[config.mk]
export PLATFORM = sky130hd
export DESIGN_NAME = ysyx_22050598_pipe_stage_flat
export DESIGN_NICKNAME = d
export VERILOG_FILES = /design/src/rtl/ysyx_22050598_pipe_pkg.sv /design/src/rtl/ysyx_22050598_pipe_stage_if.sv /design/src/rtl/ysyx_22050598_pipe_ent.sv /design/src/rtl/ysyx_22050598_sirv_gnrl_dfflr.sv /design/src/rtl/ysyx_22050598_pipe_stage.sv /design/src/flat_wrapper.sv
export SDC_FILE = /design/constraint.sdc
export NUM_CORES = 1
export LEC_CHECK = 0
export ABC_CLOCK_PERIOD_IN_PS = 1600
export CORE_MARGIN = 2
export CORE_UTILIZATION = 46
export DETAILED_ROUTE_END_ITERATION = 8
export PLACE_DENSITY = 0.77
export SYNTH_ARGS = -nofsm -noshare
export SYNTH_HDL_FRONTEND = slang
export SYNTH_SLANG_ARGS = --single-unit
[constraint.sdc]
create_clock -name clk_i -period 1.6 [get_ports clk_i]
set_input_delay 0.32 -clock clk_i [delete_from_list [all_inputs] [get_ports clk_i]]
set_output_delay 0.32 -clock clk_i [all_outputs]
set_load 0.02 [all_outputs]
[src/rtl/ysyx_22050598_pipe_pkg.sv]
// Shared definitions for the inter-stage pipeline register: FSM encoding,
// payload field offsets and per-boundary bubble constants.
package ysyx_22050598_pipe_pkg;

   typedef enum logic [1:0] {
      ST_EMPTY = 2'd0,
      ST_ONE   = 2'd1,
      ST_TWO   = 2'd2
   } pipe_st_e;

   localparam int PL_INST_LSB = 0;
   localparam int PL_OPT_LSB  = 32;

   localparam logic [31:0] NOP_INST   = 32'h0000_0013;
   localparam logic [9:0]  OPT_BUBBLE = 10'b10_0000_0000;

   // ID/EX bubble: op_type bubble code over a NOP instruction word
   localparam logic [63:0] ID_EX_BUBBLE = (64'(OPT_BUBBLE) << PL_OPT_LSB)
                                        | (64'(NOP_INST)   << PL_INST_LSB);

endpackage

[src/rtl/ysyx_22050598_pipe_stage_if.sv]
// Valid/ready channel with payload and gated-lane enable, used on both
// sides of a pipeline boundary register.
interface ysyx_22050598_pipe_stage_if #(
   parameter int DW = 64
) ();
   logic          valid;
   logic          ready;
   logic          gate_en;
   logic [DW-1:0] data;

   modport master (output valid, output data, output gate_en, input ready);
   modport slave  (input valid, input data, input gate_en, output ready);
endinterface

[src/rtl/ysyx_22050598_pipe_ent.sv]
// Single pipeline entry: valid flag, payload and stored gate enable.
// clr (flush) beats ld beats rls; GATED entries only load the low GW bits when gate_en_i.
module ysyx_22050598_pipe_ent #(
   parameter int            DW     = 64,
   parameter int            GW     = 0,
   parameter bit            GATED  = 1'b0,
   parameter logic [DW-1:0] BUBBLE = '0
) (
   input  logic          clk_i,
   input  logic          rst_i,
   input  logic          clr_i,
   input  logic          ld_i,
   input  logic          rls_i,
   input  logic          gate_en_i,
   input  logic [DW-1:0] data_i,
   output logic          vld_o,
   output logic          gate_en_o,
   output logic [DW-1:0] data_o
);
   ysyx_22050598_sirv_gnrl_dfflr #(.DW(1), .INIT(1'b0)) u_vld (
      .clk_i, .rst_i,
      .lden_i (clr_i | ld_i | rls_i),
      .d_i    (ld_i & ~clr_i),
      .q_o    (vld_o)
   );

   ysyx_22050598_sirv_gnrl_dfflr #(.DW(1), .INIT(1'b0)) u_gate (
      .clk_i, .rst_i,
      .lden_i (clr_i | ld_i),
      .d_i    (gate_en_i & ~clr_i),
      .q_o    (gate_en_o)
   );

   generate
      if (GATED && (GW > 0)) begin : g_gated
         logic [GW-1:0] lo_d;
         assign lo_d = clr_i ? BUBBLE[GW-1:0] : data_i[GW-1:0];

         ysyx_22050598_sirv_gnrl_dfflr #(.DW(GW), .INIT(BUBBLE[GW-1:0])) u_lo (
            .clk_i, .rst_i,
            .lden_i (clr_i | (ld_i & gate_en_i)),
            .d_i    (lo_d),
            .q_o    (data_o[GW-1:0])
         );

         if (GW < DW) begin : g_hi
            logic [DW-GW-1:0] hi_d;
            assign hi_d = clr_i ? BUBBLE[DW-1:GW] : data_i[DW-1:GW];

            ysyx_22050598_sirv_gnrl_dfflr #(.DW(DW-GW), .INIT(BUBBLE[DW-1:GW])) u_hi (
               .clk_i, .rst_i,
               .lden_i (clr_i | ld_i),
               .d_i    (hi_d),
               .q_o    (data_o[DW-1:GW])
            );
         end
      end else begin : g_flat
         logic [DW-1:0] all_d;
         assign all_d = clr_i ? BUBBLE : data_i;

         ysyx_22050598_sirv_gnrl_dfflr #(.DW(DW), .INIT(BUBBLE)) u_all (
            .clk_i, .rst_i,
            .lden_i (clr_i | ld_i),
            .d_i    (all_d),
            .q_o    (data_o)
         );
      end
   endgenerate
endmodule

[src/rtl/ysyx_22050598_sirv_gnrl_dfflr.sv]
// Load-enabled register cell with synchronous active-high reset to INIT.
module ysyx_22050598_sirv_gnrl_dfflr #(
   parameter int            DW   = 1,
   parameter logic [DW-1:0] INIT = '0
) (
   input  logic          clk_i,
   input  logic          rst_i,
   input  logic          lden_i,
   input  logic [DW-1:0] d_i,
   output logic [DW-1:0] q_o
);
   logic [DW-1:0] qout_q;

   always_ff @(posedge clk_i) begin
      if (rst_i) begin
         qout_q <= INIT;
      end else if (lden_i) begin
         qout_q <= d_i;
      end
   end

   assign q_o = qout_q;
endmodule

[src/rtl/ysyx_22050598_pipe_stage.sv]
// Pipeline boundary register with valid/ready handshake, 2-entry skid buffer,
// flush-to-bubble and gated low lane. Perf counters under YSYX_22050598_PIPE_PERF_EN.
//
// state    | meaning
// ST_EMPTY | no entries held
// ST_ONE   | main entry valid, skid empty
// ST_TWO   | main and skid valid, upstream stalled
module ysyx_22050598_pipe_stage
   import ysyx_22050598_pipe_pkg::*;
#(
   parameter int            DW     = 64,
   parameter int            GW     = 0,
   parameter logic [DW-1:0] BUBBLE = '0,
   parameter int            CW     = 16
) (
   input  logic clk_i,
   input  logic rst_i,
   input  logic flush_i,
`ifdef YSYX_22050598_PIPE_PERF_EN
   output logic [CW-1:0] stall_cnt_o,
   output logic [CW-1:0] bubble_cnt_o,
`endif
   ysyx_22050598_pipe_stage_if.slave  up_if,
   ysyx_22050598_pipe_stage_if.master dn_if
);
   pipe_st_e      state_q, state_d;
   logic          acc, rel;
   logic          main_ld, main_rls, skid_ld, skid_rls, main_from_skid;
   logic          main_vld, skid_vld, skid_gate;
   logic          main_gate_d, unused_main_gate;
   logic [DW-1:0] main_data, skid_data, main_data_d;

   assign acc = up_if.valid & ~skid_vld;
   assign rel = main_vld & dn_if.ready;

   always_ff @(posedge clk_i) begin
      if (rst_i) begin
         state_q <= ST_EMPTY;
      end else begin
         state_q <= state_d;
      end
   end

   always_comb begin
      state_d = state_q;
      if (flush_i) begin
         state_d = ST_EMPTY;
      end else begin
         case (state_q)
            ST_EMPTY: if (acc) state_d = ST_ONE;
            ST_ONE: begin
               if (acc & ~rel)      state_d = ST_TWO;
               else if (~acc & rel) state_d = ST_EMPTY;
            end
            ST_TWO:   if (rel) state_d = ST_ONE;
            default:  state_d = ST_EMPTY;
         endcase
      end
   end

   // flush is applied inside the entries as a clear that overrides these loads
   always_comb begin
      main_ld        = 1'b0;
      main_rls       = 1'b0;
      skid_ld        = 1'b0;
      skid_rls       = 1'b0;
      main_from_skid = 1'b0;
      case (state_q)
         ST_EMPTY: main_ld = acc;
         ST_ONE: begin
            main_ld  = acc & rel;
            skid_ld  = acc & ~rel;
            main_rls = ~acc & rel;
         end
         ST_TWO: begin
            main_ld        = rel;
            skid_rls       = rel;
            main_from_skid = 1'b1;
         end
         default: ;
      endcase
   end

   assign main_data_d = main_from_skid ? skid_data : up_if.data;
   assign main_gate_d = main_from_skid ? skid_gate : up_if.gate_en;

   ysyx_22050598_pipe_ent #(.DW(DW), .GW(GW), .GATED(1'b1), .BUBBLE(BUBBLE)) u_main (
      .clk_i, .rst_i,
      .clr_i     (flush_i),
      .ld_i      (main_ld),
      .rls_i     (main_rls),
      .gate_en_i (main_gate_d),
      .data_i    (main_data_d),
      .vld_o     (main_vld),
      .gate_en_o (unused_main_gate),
      .data_o    (main_data)
   );

   ysyx_22050598_pipe_ent #(.DW(DW), .GW(GW), .GATED(1'b0), .BUBBLE(BUBBLE)) u_skid (
      .clk_i, .rst_i,
      .clr_i     (flush_i),
      .ld_i      (skid_ld),
      .rls_i     (skid_rls),
      .gate_en_i (up_if.gate_en),
      .data_i    (up_if.data),
      .vld_o     (skid_vld),
      .gate_en_o (skid_gate),
      .data_o    (skid_data)
   );

   assign up_if.ready = ~skid_vld;
   assign dn_if.valid = main_vld;
   assign dn_if.data  = main_data;

`ifdef YSYX_22050598_PIPE_PERF_EN
   logic [CW-1:0] stall_cnt_q, stall_cnt_d, bubble_cnt_q, bubble_cnt_d;

   always_comb begin
      stall_cnt_d  = stall_cnt_q;
      bubble_cnt_d = bubble_cnt_q;
      if (main_vld & ~dn_if.ready & ~(&stall_cnt_q))
         stall_cnt_d = stall_cnt_q + CW'(1);
      if (~main_vld & dn_if.ready & ~(&bubble_cnt_q))
         bubble_cnt_d = bubble_cnt_q + CW'(1);
   end

   // counters survive flush; only reset clears them
   always_ff @(posedge clk_i) begin
      if (rst_i) begin
         stall_cnt_q  <= '0;
         bubble_cnt_q <= '0;
      end else begin
         stall_cnt_q  <= stall_cnt_d;
         bubble_cnt_q <= bubble_cnt_d;
      end
   end

   assign stall_cnt_o  = stall_cnt_q;
   assign bubble_cnt_o = bubble_cnt_q;
`else
   localparam int unused_cw = CW;
`endif
endmodule

[src/flat_wrapper.sv]
// flat-port wrapper written by rule: the top's interface ports become plain ports
module ysyx_22050598_pipe_stage_flat import ysyx_22050598_pipe_pkg::*;
#(
   parameter int            DW     = 64,
   parameter int            GW     = 0,
   parameter logic [DW-1:0] BUBBLE = '0,
   parameter int            CW     = 16
)
  (clk_i, rst_i, flush_i, up_if_valid, up_if_data, up_if_gate_en, up_if_ready, dn_if_valid, dn_if_data, dn_if_gate_en, dn_if_ready);
  ysyx_22050598_pipe_stage_if #(.DW(DW)) up_if_i ();
  ysyx_22050598_pipe_stage_if #(.DW(DW)) dn_if_i ();
  input  logic clk_i;
  input  logic rst_i;
  input  logic flush_i;
  input wire logic [$bits(up_if_i.valid)-1:0] up_if_valid;
  input wire logic [$bits(up_if_i.data)-1:0] up_if_data;
  input wire logic [$bits(up_if_i.gate_en)-1:0] up_if_gate_en;
  output wire logic [$bits(up_if_i.ready)-1:0] up_if_ready;
  output wire logic [$bits(dn_if_i.valid)-1:0] dn_if_valid;
  output wire logic [$bits(dn_if_i.data)-1:0] dn_if_data;
  output wire logic [$bits(dn_if_i.gate_en)-1:0] dn_if_gate_en;
  input wire logic [$bits(dn_if_i.ready)-1:0] dn_if_ready;
  assign up_if_i.valid = up_if_valid;
  assign up_if_i.data = up_if_data;
  assign up_if_i.gate_en = up_if_gate_en;
  assign up_if_ready = up_if_i.ready;
  assign dn_if_valid = dn_if_i.valid;
  assign dn_if_data = dn_if_i.data;
  assign dn_if_gate_en = dn_if_i.gate_en;
  assign dn_if_i.ready = dn_if_ready;
  ysyx_22050598_pipe_stage #(.DW(DW), .GW(GW), .BUBBLE(BUBBLE), .CW(CW)) u_core (.clk_i(clk_i), .rst_i(rst_i), .flush_i(flush_i), .up_if(up_if_i), .dn_if(dn_if_i));
endmodule
# --- Word level (Yosys, flattened, before mapping) ---
# Cells that the tools add are included.
word_totals:
  ff_bits: 132
  out_inout_bits: 67
classes:
  eq_ne: 5
  muxes: 13
  bitwise_logic: 15
  n_reduce_logical: 3
op_table:
  columns: ["op", "count"]
  rows:
  - ["two-way mux 64 bit", 3]
  - ["two-way mux 2 bit", 4]
  - ["AND 1 bit", 7]
  - ["one-hot mux 2 bit (3 select lines)", 1]
  - ["two-way mux 1 bit", 4]
  - ["!= test 2 x 1 -> 1 bit (second input constant)", 2]
  - ["inverter 1 bit", 4]
  - ["bitwise OR 1 bit", 4]
  - ["!= test 3 x 1 -> 1 bit (second input constant)", 1]
  - ["one-hot mux 1 bit (3 select lines)", 1]
  - ["AND reduction 3 bit", 1]
  - ["equality test 2 x 1 -> 1 bit (second input constant)", 1]
  - ["equality test 2 bit (second input constant)", 1]
  - ["logical NOT 2 bit", 1]
  - ["OR reduction 2 bit", 1]

# --- Logic depth before layout (Yosys ltp) ---
depth:
  word_depth: 7
  ltp_mapped: 6

# --- Hierarchy ---
# Synthesis repeated with hierarchy kept, for this count alone.
unflattened:
  hier_cells: 668
  hier_area_um2: 6746.5
by_module_without_submodules:
  columns: ["module", "n_inst", "cells_each", "area_per_inst_um2"]
  rows:
  - ["ysyx_22050598_sirv_gnrl_dfflr at u_core.u_main.g_flat.u_all ...", 2, 206, 2290.9]
  - ["ysyx_22050598_pipe_stage", 1, 94, 1083.5]
  - ["ysyx_22050598_pipe_ent", 2, 75, 473.0]
  - ["ysyx_22050598_sirv_gnrl_dfflr at u_core.u_main.u_gate ...", 4, 3, 33.8]

# --- Worst setup path after synthesis ---
# No wires, ideal clock.
synth_timing:
  path_type: "register -> register"
  from: "register u_core.u_main.u_vld.qout_q, in the netlist u_core.u_main.u_vld.q_o"
  to: "register u_core.u_main.g_flat.u_all.qout_q[57], in the netlist u_core.u_main.g_flat.u_all.q_o[57]"
  setup_ps: 140
  arrival_ps: 1382
  required_ps: 1460
  slack_ps: 78
  stages_incl_launch_ff: 7
  path_buffers: 3
  synth_period_minus_slack_ps: 1522
  cell_sequence: "dfxtp_1 a21bo_2 buf_6 buf_2 buf_2 a211oi_1 a211oi_2"
synth_between:
  elab_chain_len: 4
synth_rtl:
  columns: ["item", "line_no", "text"]
  rows:
  - ["start, declared", "ysyx_22050598_sirv_gnrl_dfflr.sv:12", "logic [DW-1:0] qout_q;"]
  - ["start signal, assigned", "ysyx_22050598_sirv_gnrl_dfflr.sv:18", "qout_q <= d_i;"]
  - ["AND 1 bit *", "ysyx_22050598_pipe_stage.sv:34", "assign rel = main_vld & dn_if.ready;"]
  - ["AND 1 bit", "ysyx_22050598_pipe_stage.sv:71", "main_ld = acc & rel;"]
  - ["one-hot mux 1 bit (3 select lines) *", "ysyx_22050598_pipe_stage.sv:68", "case (state_q)"]
  - ["bitwise OR 1 bit *", "ysyx_22050598_pipe_ent.sv:63", ".lden_i (clr_i | ld_i),"]
  - ["end signal, assigned", "ysyx_22050598_sirv_gnrl_dfflr.sv:18", null]
  - ["end, declared", "ysyx_22050598_sirv_gnrl_dfflr.sv:12", null]
# Every way passes the cells marked *; elsewhere a longest branch is shown, timed or not.
# A chain may end at the register's enable or synchronous reset.

# --- Final worst setup path ---
layout_timing:
  from: "input port up_if_valid"
  to: "register u_core.u_main.g_flat.u_all.qout_q[23], in the netlist u_core.u_main.g_flat.u_all.q_o[23]"
layout_between:
  elab_chain_len: 4
layout_rtl:
  columns: ["item", "line_no", "text"]
  rows:
  - ["start, declared", "flat_wrapper.sv:15", "input wire logic [$bits(up_if_i.valid)-1:0] up_if_valid;"]
  - ["AND 1 bit *", "ysyx_22050598_pipe_stage.sv:33", "assign acc = up_if.valid & ~skid_vld;"]
  - ["AND 1 bit", "ysyx_22050598_pipe_stage.sv:71", null]
  - ["one-hot mux 1 bit (3 select lines) *", "ysyx_22050598_pipe_stage.sv:68", null]
  - ["bitwise OR 1 bit *", "ysyx_22050598_pipe_ent.sv:63", null]
# Marks and branches as above.

==> metrics.txt <==
clk slew on worst S/H paths=0.06 ns; Setup crit start kind=primary input; port bufs=134; first-pass GRT wire length=between 20000 and 30000 um; RSZ-0062 raised after global routing=yes; Hold Vio Cnt, Final=0; Post-DP HPWL=11100 um; Final setup viols=0; commonest non-fill, non-tap cell in the layout=dfxtp_1; status=completed; die width=119 um; Final Skew=~0.010 ns; number of max-cap violations=0; syn_area_per_cell=9.82 um^2; Worst R2R Setup Slack=roughly 0.06 ns; crit path capture type=register; Final Cycle Share=0.977; Crit Path Category=in -> reg; core box area=~13000 um^2; dpl cells=about 880; Netlist cell types=29; Finished Cell Area=between 8000 and 9000 um^2; routed len/inst=18.8 um; Worst EP required=~1.9 ns; CTS tree=yes; Mapped Area=~6100 um^2; floorplan row count=41; post-route ant nets=0; sequential share of the synthesized area=0.435; Sink Count=132; leak pwr=roughly 0.0035 uW; PD cells=approximately 1000 nW/um^2; DR iter-0 viols=just over 500; CP Max Fanout=34; max frequency=between 600 and 700 MHz; Max clock buf depth=2; Initial Util=0.476; Clock Root Buffer=clkbuf_16; Antenna Cells=0; I/O pins=about 140; min Tclk post-route=1.56 ns; cell count after synthesis=just over 600; placed inst area=7810 um^2; Die ar.=about 14000 um^2; cells on worst reg2reg path=4; maximum vdd ir drop=between 0.0006 and 0.0007 V; die height=119 um; critical register-to-register path endpoint=u_core.u_main.g_flat.u_all.q_o[9]; initial antenna violation count=0; Critical Path End=u_core.u_main.g_flat.u_all.q_o[23]; Slew Limit Fails=0; most frequent cells in the layout=dfxtp_1, clkdlybuf4s50_1, a21oi_1, dlygate4sd2_1; Pre-antenna DRT Iters=4; flops & latches, synth=132; CP arrival=1.88 ns; Area Growth Syn to Fin=37.7%; # DRC=0; CP Launch Point=up_if_valid; Synth Warn #=1; gr usage total=0.244; WL final=~17000 um; number of nets in the layout=around 800; routability cong.=0.815; Hold/Removal Path Class=reg -> reg; FF-to-FF Start=u_core.state_q[0]; H-tree lvl count=4; setup slack after layout=0.0376 ns; insertion delay to the later sink of the worst-skew pair=just over 0.4 ns; vias=5518; Non-Filler Instances=about 920; largest net degree at the start of global routing=51; vias in the first global route=5618; via-per-instance ratio=~6; syn nets=a little under 700; share of cells above drive strength 1=0.195; GR Overflow Total=0; total CTS buffers=17; Post-Place Setup Slack=-0.407 ns
[metal layers]
layer / share of wire / global-route usage
met4: 0.016 / 0.0722
met3: 0.060 / 0.0685
met5: 0 / 0
met1: 0.43 / 0.296
met2: 0.50 / 0.420
[registers in the layout, summed over array words and instances (netlist names)]
name                            flops
u_core.u_main.u_vld.q_o             1
u_core.u_skid.g_flat.u_all.q_o     64
u_core.u_skid.u_vld.q_o             1
u_core.u_main.g_flat.u_all.q_o     64
u_core.state_q                      2
[area by class of cell]
cell class | count | area (um^2)
clock buffer | 20 | 457
sequential | 132 | 2650
fill | 1025 | 4400
multi-input combinational | 406 | 3080
timing repair buffer | 173 | 1810
tap | 172 | 215
inverter | 1 | 3.75
clock inverter | 12 | 154
[cells in the mapped netlist]
library cell / instances / area [um^2]
a211oi_2: 60 / 751
inv_1: 1 / 3.75
a21boi_0: 1 / 7.51
buf_6: 8 / 90.1
a221oi_1: 1 / 8.76
nor3b_2: 1 / 12.5
buf_4: 5 / 37.5
buf_2: 28 / 140
a21oi_1: 66 / 330
nand2b_1: 2 / 12.5
and4b_1: 1 / 10.0
buf_1: 2 / 7.51
a211oi_1: 68 / 510
or3b_2: 1 / 8.76
dfxtp_1: 132 / 2640
nor2_1: 2 / 7.51
o21ai_0: 66 / 330
nor3_1: 1 / 5.00
nand2_1: 1 / 3.75
a2111oi_2: 1 / 15.0
a21o_1: 1 / 7.51
nand3_1: 64 / 320
conb_1: 1 / 3.75
clkbuf_1: 37 / 139
a21bo_2: 1 / 10.0
o31a_1: 1 / 8.76
mux2i_1: 64 / 641
or2_2: 1 / 6.26
nor2b_1: 1 / 6.26
[cell families (layout without fill, tap and decap cells)]
kind of cell	after synthesis	count (layout)	synth area share
AO/OA/AOI/OAI	266	266	0.326
flip-flops	132	132	0.435
buffers and inverters	81	206	0.0688
AND/OR/NAND/NOR	75	75	0.0646
multiplexers	64	64	0.105
other	1	1	0.000617
[through the flow]
step / TNS, ns / utilization / total power (uW) / hold slack (ns)
floorplan: 0 / - / 4200 / 0.436
global placement: -39.67 / 0.611 / 4750 / 0.458
detailed placement: -44.37 / 0.611 / 4790 / 0.466
CTS: 0 / 0.653 / 8690 / 0.474
global route: -0.349 / 0.655 / 8940 / 0.498
finish: 0 / 0.655 / 8670 / 0.476
[critical path, stage by stage]
cell and delay (ns):
clkdlybuf4s50_1 0.51, nor3b_4 0.30, buf_4 0.20, buf_12 0.19, a211oi_1 0.12, a211oi_2 0.23
[worst min path at each step]
stage	slack (ns)	cells past startpoint	start	endpoint
global route	0.50	2	u_core.u_skid.g_flat.u_all.q_o[62]	u_core.u_skid.g_flat.u_all.q_o[62]
detailed placement	0.47	2	u_core.u_skid.g_flat.u_all.q_o[48]	u_core.u_skid.g_flat.u_all.q_o[48]
global placement	0.46	2	u_core.u_skid.g_flat.u_all.q_o[47]	u_core.u_skid.g_flat.u_all.q_o[47]
finish	0.48	2	u_core.u_skid.g_flat.u_all.q_o[48]	u_core.u_skid.g_flat.u_all.q_o[48]
floorplan	0.44	1	dn_if_ready	u_core.state_q[1]
CTS	0.47	2	u_core.u_skid.g_flat.u_all.q_o[48]	u_core.u_skid.g_flat.u_all.q_o[48]
[report_power, final]
part | switching (uW) | leakage, uW | internal (uW)
clock | 1450 | 0.000292 | 2530
combinational | 683 | 0.00209 | 560
sequential | 57.5 | 0.00107 | 3380
[timing repair]
action,4_1_cts,5_1_grt
resized for setup,67,8
setup endpoints to repair,66,85
buffers inserted,0,1
hold buffers,0,0
(Power assumes the default switching activity.)
